<file path="src/rtl/lt24_pkg.sv">
// Shared definitions for the LT24 (ILI9341) pixel writer: panel opcodes
// and the controller state encoding.
package lt24_pkg;

    // ILI9341 command and parameter opcodes used by the writer
    localparam logic [7:0] CMD_SLPOUT    = 8'h11;
    localparam logic [7:0] CMD_COLMOD    = 8'h3A;
    localparam logic [7:0] COLMOD_RGB565 = 8'h55;
    localparam logic [7:0] CMD_DISPON    = 8'h29;
    localparam logic [7:0] CMD_CASET     = 8'h2A;
    localparam logic [7:0] CMD_PASET     = 8'h2B;
    localparam logic [7:0] CMD_RAMWR     = 8'h2C;

    // Controller states: power-up sequence, then the pixel loop
    typedef enum logic [2:0] {
        RST_LOW,
        RST_WAIT,
        SLPOUT,
        SLP_WAIT,
        INIT,
        IDLE,
        ADDR_SEQ,
        DATA_WR
    } lt24_state_t;

endpackage

</file>
<file path="src/rtl/lt24_bus_cycle.sv">
// One 8080-style bus write: Wr_n low for WR_LOW cycles, then high for
// WR_HIGH cycles, with CS_n, RS and Data held for the whole write. A new
// start accepted in the last high cycle chains the next write with no gap,
// so CS_n stays low across a whole sequence of writes.
module lt24_bus_cycle #(
    parameter int WR_LOW  = 2,
    parameter int WR_HIGH = 2
) (
    input  logic        clock,
    input  logic        reset_n,
    input  logic        start,
    input  logic        start_rs,
    input  logic [15:0] start_data,
    output logic        ready,
    output logic        done,
    output logic        wr_n,
    output logic        cs_n,
    output logic        rs,
    output logic [15:0] data
);

    localparam int TOTAL = WR_LOW + WR_HIGH;
    localparam int IDX_W = (TOTAL > 1) ? $clog2(TOTAL) : 1;

    logic             busy_reg;
    logic [IDX_W-1:0] idx_reg;
    logic             wr_n_reg;
    logic             cs_n_reg;
    logic             rs_reg;
    logic [15:0]      data_reg;

    // Last cycle of the high phase: the write is complete after this edge
    assign done  = busy_reg && (idx_reg == IDX_W'(TOTAL - 1));
    // A new write may start when idle or when the current one is finishing
    assign ready = !busy_reg || done;

    assign wr_n = wr_n_reg;
    assign cs_n = cs_n_reg;
    assign rs   = rs_reg;
    assign data = data_reg;

    // Phase timer and registered panel strobes
    always_ff @(posedge clock or negedge reset_n) begin
        if (!reset_n) begin
            busy_reg <= 1'b0;
            idx_reg  <= '0;
            wr_n_reg <= 1'b1;
            cs_n_reg <= 1'b1;
            rs_reg   <= 1'b1;
            data_reg <= 16'h0000;
        end else if (start && ready) begin
            busy_reg <= 1'b1;
            idx_reg  <= '0;
            wr_n_reg <= 1'b0;
            cs_n_reg <= 1'b0;
            rs_reg   <= start_rs;
            data_reg <= start_data;
        end else if (busy_reg) begin
            if (done) begin
                busy_reg <= 1'b0;
                wr_n_reg <= 1'b1;
                cs_n_reg <= 1'b1;
            end else begin
                idx_reg <= idx_reg + IDX_W'(1);
                // Next cycle index reaches WR_LOW: enter the high phase
                if (idx_reg >= IDX_W'(WR_LOW - 1)) begin
                    wr_n_reg <= 1'b1;
                end
            end
        end
    end

endmodule

</file>
<file path="src/rtl/lt24_pixel_writer.sv">
// LT24 pixel writer: accepts pixels on a ready/write handshake and turns
// them into ILI9341 bus writes, after a minimal power-up sequence.
// Raster-order pixels cost one data write; any other address first
// re-issues the column/page window and RAMWR.
// Optional build macro LT24_CLIP_EN: out-of-range coordinates are dropped
// without any bus activity and break the raster stream.
module lt24_pixel_writer
    import lt24_pkg::*;
#(
    parameter int WIDTH        = 240,
    parameter int HEIGHT       = 320,
    parameter int WR_LOW       = 2,
    parameter int WR_HIGH      = 2,
    parameter int RESET_CYCLES = 500000,
    parameter int WAIT_CYCLES  = 6000000
) (
    input  logic        clock,
    input  logic        reset_n,
    input  logic [7:0]  xAddr,
    input  logic [8:0]  yAddr,
    input  logic [15:0] pixelData,
    input  logic        pixelWrite,
    output logic        pixelReady,
    output logic        LT24Wr_n,
    output logic        LT24Rd_n,
    output logic        LT24CS_n,
    output logic        LT24RS,
    output logic        LT24Reset_n,
    output logic        LT24LCDOn,
    output logic [15:0] LT24Data
);

    lt24_state_t state_reg;
    logic [31:0] cnt_reg;
    logic [3:0]  step_reg;
    logic        issued_reg;
    logic        lcd_reset_n_reg;
    logic        lcd_on_reg;
    logic        pixel_ready_reg;
    logic        stream_valid_reg;
    logic [7:0]  x_reg;
    logic [8:0]  y_reg;
    logic [15:0] pix_reg;
    logic [7:0]  exp_x_reg;
    logic [8:0]  exp_y_reg;

    logic        bus_ready;
    logic        bus_done;
    logic        bus_start;
    logic        in_write_state;
    logic        seq_hit;
    logic        cur_rs;
    logic [15:0] cur_data;
    logic [3:0]  last_step;
    logic [15:0] x_word;
    logic [15:0] y_word;
    logic [15:0] w_word;
    logic [15:0] h_word;

    assign x_word = {8'h00, x_reg};
    assign y_word = {7'h00, y_reg};
    assign w_word = 16'(WIDTH - 1);
    assign h_word = 16'(HEIGHT - 1);

    // The incoming pixel continues the current raster stream
    assign seq_hit = stream_valid_reg && (xAddr == exp_x_reg) && (yAddr == exp_y_reg);

`ifdef LT24_CLIP_EN
    logic out_of_range;
    assign out_of_range = (32'(xAddr) >= 32'(WIDTH)) || (32'(yAddr) >= 32'(HEIGHT));
`endif

    // Issue the current step whenever the bus can take another write
    assign in_write_state = (state_reg inside {SLPOUT, INIT, ADDR_SEQ, DATA_WR});
    assign bus_start      = in_write_state && !issued_reg && bus_ready;

    // Word and RS for the current step of the active write sequence
    always_comb begin
        cur_rs    = 1'b0;
        cur_data  = 16'h0000;
        last_step = 4'd0;
        case (state_reg)
            SLPOUT: begin
                cur_data = {8'h00, CMD_SLPOUT};
            end
            INIT: begin
                last_step = 4'd2;
                case (step_reg)
                    4'd0:    cur_data = {8'h00, CMD_COLMOD};
                    4'd1: begin
                        cur_rs   = 1'b1;
                        cur_data = {8'h00, COLMOD_RGB565};
                    end
                    default: cur_data = {8'h00, CMD_DISPON};
                endcase
            end
            ADDR_SEQ: begin
                last_step = 4'd10;
                cur_rs    = 1'b1;
                case (step_reg)
                    4'd0: begin
                        cur_rs   = 1'b0;
                        cur_data = {8'h00, CMD_CASET};
                    end
                    4'd1:  cur_data = {8'h00, x_word[15:8]};
                    4'd2:  cur_data = {8'h00, x_word[7:0]};
                    4'd3:  cur_data = {8'h00, w_word[15:8]};
                    4'd4:  cur_data = {8'h00, w_word[7:0]};
                    4'd5: begin
                        cur_rs   = 1'b0;
                        cur_data = {8'h00, CMD_PASET};
                    end
                    4'd6:  cur_data = {8'h00, y_word[15:8]};
                    4'd7:  cur_data = {8'h00, y_word[7:0]};
                    4'd8:  cur_data = {8'h00, h_word[15:8]};
                    4'd9:  cur_data = {8'h00, h_word[7:0]};
                    default: begin
                        cur_rs   = 1'b0;
                        cur_data = {8'h00, CMD_RAMWR};
                    end
                endcase
            end
            DATA_WR: begin
                cur_rs   = 1'b1;
                cur_data = pix_reg;
            end
            default: ;
        endcase
    end

    lt24_bus_cycle #(
        .WR_LOW  (WR_LOW),
        .WR_HIGH (WR_HIGH)
    ) u_bus (
        .clock      (clock),
        .reset_n    (reset_n),
        .start      (bus_start),
        .start_rs   (cur_rs),
        .start_data (cur_data),
        .ready      (bus_ready),
        .done       (bus_done),
        .wr_n       (LT24Wr_n),
        .cs_n       (LT24CS_n),
        .rs         (LT24RS),
        .data       (LT24Data)
    );

    assign LT24Rd_n    = 1'b1;
    assign LT24Reset_n = lcd_reset_n_reg;
    assign LT24LCDOn   = lcd_on_reg;
    assign pixelReady  = pixel_ready_reg;

    // Main controller: power-up sequence, handshake and write sequencing
    always_ff @(posedge clock or negedge reset_n) begin
        if (!reset_n) begin
            state_reg        <= RST_LOW;
            cnt_reg          <= 32'd0;
            step_reg         <= 4'd0;
            issued_reg       <= 1'b0;
            lcd_reset_n_reg  <= 1'b0;
            lcd_on_reg       <= 1'b0;
            pixel_ready_reg  <= 1'b0;
            stream_valid_reg <= 1'b0;
            x_reg            <= 8'h00;
            y_reg            <= 9'h000;
            pix_reg          <= 16'h0000;
            exp_x_reg        <= 8'h00;
            exp_y_reg        <= 9'h000;
        end else begin
            lcd_on_reg <= 1'b1;
            case (state_reg)
                RST_LOW: begin
                    if (cnt_reg == 32'(RESET_CYCLES - 1)) begin
                        cnt_reg         <= 32'd0;
                        lcd_reset_n_reg <= 1'b1;
                        state_reg       <= RST_WAIT;
                    end else begin
                        cnt_reg <= cnt_reg + 32'd1;
                    end
                end
                RST_WAIT: begin
                    if (cnt_reg == 32'(WAIT_CYCLES - 1)) begin
                        cnt_reg   <= 32'd0;
                        state_reg <= SLPOUT;
                    end else begin
                        cnt_reg <= cnt_reg + 32'd1;
                    end
                end
                SLP_WAIT: begin
                    if (cnt_reg == 32'(WAIT_CYCLES - 1)) begin
                        cnt_reg   <= 32'd0;
                        state_reg <= INIT;
                    end else begin
                        cnt_reg <= cnt_reg + 32'd1;
                    end
                end
                SLPOUT, INIT, DATA_WR: begin
                    // Issue every step, then wait for the final write to end
                    if (bus_start) begin
                        if (step_reg == last_step) begin
                            issued_reg <= 1'b1;
                        end else begin
                            step_reg <= step_reg + 4'd1;
                        end
                        if (state_reg == DATA_WR) begin
                            stream_valid_reg <= 1'b1;
                            if (x_reg == 8'(WIDTH - 1)) begin
                                exp_x_reg <= 8'h00;
                                exp_y_reg <= (y_reg == 9'(HEIGHT - 1)) ? 9'h000 : y_reg + 9'd1;
                            end else begin
                                exp_x_reg <= x_reg + 8'd1;
                                exp_y_reg <= y_reg;
                            end
                        end
                    end else if (issued_reg && bus_done) begin
                        issued_reg <= 1'b0;
                        step_reg   <= 4'd0;
                        if (state_reg == SLPOUT) begin
                            cnt_reg   <= 32'd0;
                            state_reg <= SLP_WAIT;
                        end else begin
                            pixel_ready_reg <= 1'b1;
                            state_reg       <= IDLE;
                        end
                    end
                end
                ADDR_SEQ: begin
                    // Hand over to the data write as RAMWR is issued so it chains
                    if (bus_start) begin
                        if (step_reg == last_step) begin
                            step_reg  <= 4'd0;
                            state_reg <= DATA_WR;
                        end else begin
                            step_reg <= step_reg + 4'd1;
                        end
                    end
                end
                IDLE: begin
                    if (pixel_ready_reg && pixelWrite) begin
                        pixel_ready_reg <= 1'b0;
                        x_reg           <= xAddr;
                        y_reg           <= yAddr;
                        pix_reg         <= pixelData;
`ifdef LT24_CLIP_EN
                        if (out_of_range) begin
                            stream_valid_reg <= 1'b0;
                        end else if (seq_hit) begin
                            state_reg <= DATA_WR;
                        end else begin
                            state_reg <= ADDR_SEQ;
                        end
`else
                        if (seq_hit) begin
                            state_reg <= DATA_WR;
                        end else begin
                            state_reg <= ADDR_SEQ;
                        end
`endif
                    end else begin
                        pixel_ready_reg <= 1'b1;
                    end
                end
                default: state_reg <= RST_LOW;
            endcase
        end
    end

endmodule

</file>
<file path="config.mk">
export PLATFORM = sky130hd
export DESIGN_NAME = lt24_pixel_writer
export DESIGN_NICKNAME = d
export VERILOG_FILES = /design/src/rtl/lt24_pkg.sv /design/src/rtl/lt24_bus_cycle.sv /design/src/rtl/lt24_pixel_writer.sv
export SDC_FILE = /design/constraint.sdc
export NUM_CORES = 1
export LEC_CHECK = 0
export ABC_AREA = 1
export ABC_CLOCK_PERIOD_IN_PS = 1800
export BUFFER_PORTS_ARGS = -buffer_cell sky130_fd_sc_hd__buf_2
export CAP_MARGIN = 20
export CORE_MARGIN = 3
export CORE_UTILIZATION = 55
export CTS_CLUSTER_DIAMETER = 60
export DETAILED_ROUTE_END_ITERATION = 16
export PLACE_DENSITY = 0.79
export SYNTH_ARGS = -nofsm -noshare
export SYNTH_HDL_FRONTEND = slang
export SYNTH_SLANG_ARGS = --single-unit
</file>
<file path="constraint.sdc">
create_clock -name clock -period 1.8 [get_ports clock]
set_clock_uncertainty 0.05 [all_clocks]
set_input_delay 0.54 -clock clock [delete_from_list [all_inputs] [get_ports clock]]
set_output_delay 0.54 -clock clock [all_outputs]
set_load 0.01 [all_outputs]
</file>
==> results of run 1 <==
## layout by cell type, fill, tap and decap left out, types with 14 or more instances in the layout
cell type / synthesis / final
buf_2: 9 / 56
buf_4: 5 / 90
clkbuf_16: 0 / 19
dfrtp_1: 113 / 111
inv_1: 125 / 118
nand2_1: 313 / 296
nand2_2: 4 / 14
nand3_1: 43 / 40
nor2_1: 125 / 115
o21ai_0: 80 / 75
o21ai_1: 25 / 26
## power breakdown
group	switching [mW]	total (mW)	internal [mW]
sequential	0.000172	2.61	2.61
combinational	0.0983	0.150	0.0521
clock	1.30	3.49	2.20
total	1.39	6.25	4.86
## kinds of logic after synthesis
family	count (synthesis)	synth area share, %
simple gates	538	32.2
buf+inv	159	9.33
compound gates	151	12.2
flops	116	41.7
fa+ha+maj	13	2.33
xor+xnor	11	1.38
mux	5	0.808
other cells	1	0.0538
## per-layer routing
layer,wire [µm],vias to the layer above,share of wire (%)
met5,0,-,0
li1,-,3476,-
met3,1690,82,7.8
met4,787,0,3.6
met1,8900,3315,41
met2,10300,378,47
## metrics by stage
stage	setup slack (ps)	instance area (µm²)	TNS [ps]	hold WS, ps
2_1_floorplan	1.88	6990	0	194
3_3_place_gp	-82.9	7960	-1260	406
3_5_place_dp	-170	7960	-3710	413
4_1_cts	-23.6	8860	-81.1	36.4
5_1_grt	-329	9270	-8820	42.5
6_report	-265	9270	-2780	27.4
## final timing paths
path / to / from / slack (ps) / depth (start not counted)
hold / removal: u_bus.data[10] / reset_n / 30 / 1
hold reg to reg: LT24Reset_n / LT24Reset_n / 430 / 1
max in group asynchronous: u_bus.cs_n / reset_n / 1070 / 2
setup reg to reg: u_bus.data[3] / step_reg[0] / -270 / 9
min in group clock: pix_reg[10] / pixelData[10] / 270 / 3
setup / recovery: u_bus.data[3] / step_reg[0] / -270 / 9
## layout make-up
cell class | count | area share (%)
timing repair buffer | 164 | 13.4
sequential | 116 | 31.4
clock inverter | 14 | 1.74
tap | 168 | 2.27
inverter | 131 | 5.48
multi-input combinational | 721 | 41.0
clock buffer | 18 | 4.74
## critical path, delay by kind of cell (launching register included)
family | cells | cell delay, ps
and+or+nand+nor | 5 | 680
DFF | 1 | 440
AOI/OAI and AO/OA | 2 | 380
adders and majority gates | 1 | 270
buffers and inverters | 1 | 130
## synth_stat cells, types with 8 or more instances
cell | instances | area [µm²]
nor3_1 | 14 | 70.1
buf_2 | 9 | 45.0
o22ai_1 | 8 | 50.1
inv_1 | 125 | 469
clkbuf_1 | 9 | 33.8
nor2_1 | 125 | 469
nand2_1 | 313 | 1170
ha_1 | 13 | 163
dfrtp_1 | 113 | 2830
o21ai_0 | 80 | 400
nor2_2 | 8 | 50.1
o21ai_1 | 25 | 125
nand3_1 | 43 | 215
nand4_1 | 12 | 75.1
a21oi_1 | 11 | 55.1
## repair_timing
item | in CTS | in global routing
pin swaps | 21 | 13
setup buffers | 9 | 21
cloned | 0 | 3
setup endpoints to repair | 61 | 90
resized for setup | 65 | 49
hold buffers | 0 | 0
endpoints found under the hold margin | 0 | 0
==> summary.md, run 1 <==
| Metric | Value |
|---|---|
| CTS tree | `done` |
| Critical path class | `reg -> reg` |
| Max reg flops | `32` |
| DR WL/cell | `16.3 µm` |
| CTS Root Cell | `clkbuf_16` |
| Arrival @ worst endpoint | `2310 ps` |
| Asr flop ratio synth | `between 90% and 100%` |
| Power Total | `between 6 and 7 mW` |
| Antenna cell count | `0` |
| WP data required | `just over 2000 ps` |
| Initial Utilization | `57.1%` |
| Final hold violations | `0` |
| Cell Count, Final, Fillers Out | `1332` |
| Setup ws final | `-265 ps` |
| GPL Wtd Cong | `between 0.9 and 1` |
| Mean Syn Cell Area | `7.01 µm²` |
| Status | `finished with violations` |
| CTS Buf Count | `17` |
| Startpoint types | `flop` |
| Total track usage | `approximately 28%` |
| Most used flip-flop cell after synthesis | `dfrtp_1` |
| Hold Path Class | `in -> async` |
| Netlist cell types | `45` |
| Critical path endpoint category | `flop` |
| Nets | `1200` |
| Met3 Track Usage GR | `~5.4%` |
| Final core occ | `approximately 76%` |
| Router iterations before antenna repair | `7` |
| Share of cells above drive strength 1 | `25.9%` |
| Total wire length | `21.7 mm` |
| # fillers | `875` |
| Failing checks | `negative setup slack` |
| Pleak | `roughly 4.8 nW` |
| CORE AREA | `12200 µm²` |
| DIE WIDTH | `around 120 µm` |
| # port buffers | `57` |
| Slowest CP cell | `dfrtp_1` |
| DP HPWL | `about 13 mm` |
| Largest stage delay, worst path | `between 400 and 500 ps` |
| Maxcap violations | `0` |
| First-pass GRT wire length | `~32 mm` |
| H-tree Lvls | `4` |
| CP cell instances | `inv_1, ha_2, nor2_1, nor3_1, nor2_1, nand2_1, nand2_1, o21ai_0, a21boi_1` |
| Row Count | `40` |
| EDFF count, synth | `0` |
| Via count | `7251` |
| RSZ-0062 raised after global routing | `true` |
| Cells after Synth | `994` |
| Die Ht | `119 µm` |
| Setup violators final | `53` |
| Power Dens Cells | `just under 700 nW/µm²` |
| Grt total ovfl | `0` |
| Final slew viol count | `0` |
| Number of global-route vias before repair | `6700` |
| Ratio of final minimum period to clock period | `115%` |
| GRT busiest layer | `met2` |
| Dpl cells | `about 1300` |
| GR Util met2 | `45.7%` |
| Register area | `2910 µm²` |
| Antenna viol nets, final | `0` |
| Fin crit period | `2070 ps` |
| Max VDD drop | `0.000718 V` |
| Slew headroom | `around two thirds` |
| Cell area after synthesis | `6970 µm²` |
| Yosys warnings | `0` |
| Fmax | `484 MHz` |
| DRC viols | `0` |
| Multi-input logic area | `3800 µm²` |
| Max FO, Critical Path | `6` |
| Starting DRT DRC Count | `726` |
| Register area share after synthesis | `a little over two fifths` |
| CTS Sinks | `approximately 120` |
| GR Layer Usage met1 | `between 30 and 40%` |
| Clk_lat worst skew | `about 430 ps` |
| Pin count of the biggest net entering global routing | `between 50 and 60` |
| Least-Margin Pin Slew | `500 ps` |
| FF+latch count, synth | `116` |
| Area grow syn2layout | `32.9%` |
| Clock slew at reported path FFs | `60 ps` |
| Die Footprint | `14100 µm²` |
| Clock Tree Buf Depth | `2` |
| Initial antenna violation count | `0` |
| DR vias/cell | `roughly 5.4` |
| I/O pin total | `a little under 60` |
Note: power is estimated with default switching activity, not from simulation.
==> run 2, diff against run 1 <==
- BUFFER_PORTS_ARGS: -buffer_cell sky130_fd_sc_hd__buf_2 -> -buffer_cell sky130_fd_sc_hd__buf_4
==> summary.md, run 2 (synthesized netlist as in run 1, its figures left out) <==
| Metric | Value |
|---|---|
| Worst hold slack | `-2.99 ps (-30.4 ps)` |
| Slew headroom | `65.7% (-0.62 points)` |
| Total track usage | `27.5% (-0.36 points)` |
| Max FO, Critical Path | `6 (unchanged)` |
| Final slew viol count | `0 (unchanged)` |
| Total wire length | `23.1 mm (+6.5%)` |
| DR WL/cell | `17.1 µm (+5.4%)` |
| Startpoint types | `flop` |
| Final core occ | `80.6% (+4.7 points)` |
| Cell area after layout | `9840 µm² (+6.3%)` |
| Nets | `1214 (+1.2%)` |
| Commonest cells after routing, fill and taps aside | `nand2_1, buf_4, inv_1` |
| First-pass GRT wire length | `31.5 mm (-0.31%)` |
| Hold Path Class | `in -> async` |
| Clock slew at reported path FFs | `50 ps (about the same)` |
| CTS Buf Count | `17 (unchanged)` |
| Slowest CP cell | `dfrtp_2` |
| Failing checks | `negative hold slack, negative setup slack` |
| Number of global-route vias before repair | `6602 (-1.5%)` |
| Initial Utilization | `57.1% (unchanged)` |
| DIE WIDTH | `119 µm (unchanged)` |
| WP data required | `2060 ps (about the same)` |
| I/O pin total | `59 (unchanged)` |
| CORE AREA | `12200 µm² (unchanged)` |
| Share of cells above drive strength 1 | `30.6% (+4.7 points)` |
| Die Footprint | `14100 µm² (unchanged)` |
| Arrival @ worst endpoint | `2240 ps (-70 ps)` |
| Status | `finished with violations` |
| Antenna viol nets, final | `0 (unchanged)` |
| Clk_lat worst skew | `430 ps (about the same)` |
| Max VDD drop | `0.000669 V (-6.8%)` |
| Clock Tree Buf Depth | `2 (unchanged)` |
| DRC viols | `0 (unchanged)` |
| Critical path class | `reg -> reg` |
| Maxcap violations | `0 (unchanged)` |
| CTS Sinks | `116 (unchanged)` |
| Least-Margin Pin Slew | `509 ps (+9.25 ps)` |
| Starting DRT DRC Count | `655 (-9.8%)` |
| # port buffers | `57 (unchanged)` |
| Row Count | `40 (unchanged)` |
| Power Dens Cells | `640 nW/µm² (-5.1%)` |
| CP cell instances | `inv_4, ha_4, nand2_8, nand3_4, nand3_4, buf_6, nand2_1, nand2_4, buf_4, o21ai_1, inv_1` |
| Dpl cells | `1269 (+0.079%)` |
| Pre-CTS WS | `-154 ps (+15.7 ps)` |
| Power Total | `6.30 mW (+0.78%)` |
| Ratio of final minimum period to clock period | `110% (-4.6 points)` |
| Via count | `7620 (+5.1%)` |
| Max reg flops | `32 (unchanged)` |
| Initial antenna violation count | `0 (unchanged)` |
| Fmax | `505 MHz (+4.2%)` |
| Die Ht | `119 µm (unchanged)` |
| Pleak | `4.93 nW (+3.5%)` |
| Fin crit period | `1980 ps (-83.5 ps)` |
| GPL Wtd Cong | `0.947 (-2.3%)` |
| H-tree Lvls | `4 (unchanged)` |
| Setup ws final | `-182 ps (+83.5 ps)` |
| CTS Root Cell | `clkbuf_16` |
| Grt total ovfl | `0 (unchanged)` |
| DP HPWL | `13.3 mm (-0.48%)` |
| Commonest non-fill, non-tap cell in the layout | `nand2_1` |
| RSZ-0062 raised after global routing | `true` |
| Placed Area | `8120 µm² (+2.0%)` |
| CTS tree | `done` |
| Pin count of the biggest net entering global routing | `51 (unchanged)` |
| Router iterations before antenna repair | `6 (-1)` |
| Largest stage delay, worst path | `470 ps (+30 ps)` |
| Area grow syn2layout | `41.2%` |
| Worst R2R Setup Slack | `-180 ps (+80 ps)` |
| # fillers | `781 (-11%)` |
| Critical path endpoint category | `flop` |
| CP most frequent cell | `nand3_4` |
| Final hold violations | `2 (+2)` |
| Cell Count, Final, Fillers Out | `1346 (+1.1%)` |
| Setup violators final | `75 (+42%)` |
| DR vias/cell | `5.66 (+4.0%)` |
| Antenna cell count | `0 (unchanged)` |
[run 2: worst max-delay path: cells and delay by family, from the launching register on]
family / cells / cell delay, ps
AO/OA/AOI/OAI: 1 / 200
adder cells (fa/ha/maj): 1 / 170
buffers and inverters: 4 / 470
flip-flops: 1 / 470
AND/OR/NAND/NOR: 5 / 500
[run 2: final timing paths]
| kind | cells past startpoint | start | endpoint |
|---|---|---|---|
| worst min register to register | 2 | u_bus.data[12] | u_bus.data[12] |
| min in group clock | 3 | pixelData[10] | pix_reg[10] |
| worst max register to register | 11 | state_reg[1] | step_reg[0] |
| worst min-delay path | 1 | reset_n | pix_reg[10] |
| max in group asynchronous | 2 | reset_n | cnt_reg[12] |
| worst max-delay path | 11 | state_reg[1] | step_reg[0] |
[run 2: what timing repair did]
item,4_1_cts,5_1_grt
endpoints found under the setup margin,74,97
pin swaps,18,34
gates resized for setup,48,156
cloned,2,7
buffers inserted,8,30
hold buffers,0,0
[run 2: power breakdown]
| part | switching (mW) | total [mW] | internal, mW |
|---|---|---|---|
| combinational | 0.100 | 0.174 | 0.0736 |
| clock | 1.23 | 3.52 | 2.28 |
| sequential | 0.000245 | 2.61 | 2.61 |
| total | 1.33 | 6.30 | 4.97 |
[run 2: final cells by class]
type / instances / area (µm²) / area share [%]
repair buffers: 175 / 1570 / 16.0
repair inverters: 1 / 7.51 / 0.0763
clock inverters: 8 / 95.1 / 0.966
flip-flops and latches: 116 / 2920 / 29.6
multi-input cells: 723 / 4010 / 40.7
clock buffers: 24 / 522 / 5.30
inverters: 131 / 512 / 5.20
well taps: 168 / 210 / 2.14
[run 2: routing by layer]
| layer | track usage, % | vias up | wire length [µm] |
|---|---|---|---|
| met4 | 8.62 | 0 | 839 |
| met5 | 0 | - | 0 |
| met2 | 45.8 | 444 | 11300 |
| li1 | - | 3508 | - |
| met1 | 36.3 | 3571 | 9070 |
| met3 | 5.31 | 97 | 1860 |
[run 2: per-stage QoR]
step / TNS [ps] / hold WS, ps
after CTS: -49.0 / 5.51
after detailed placement: -5370 / 419
final: -6150 / -2.99
after global routing: -10940 / 20.5
after floorplan: 0 / 194
after global placement: -1150 / 410
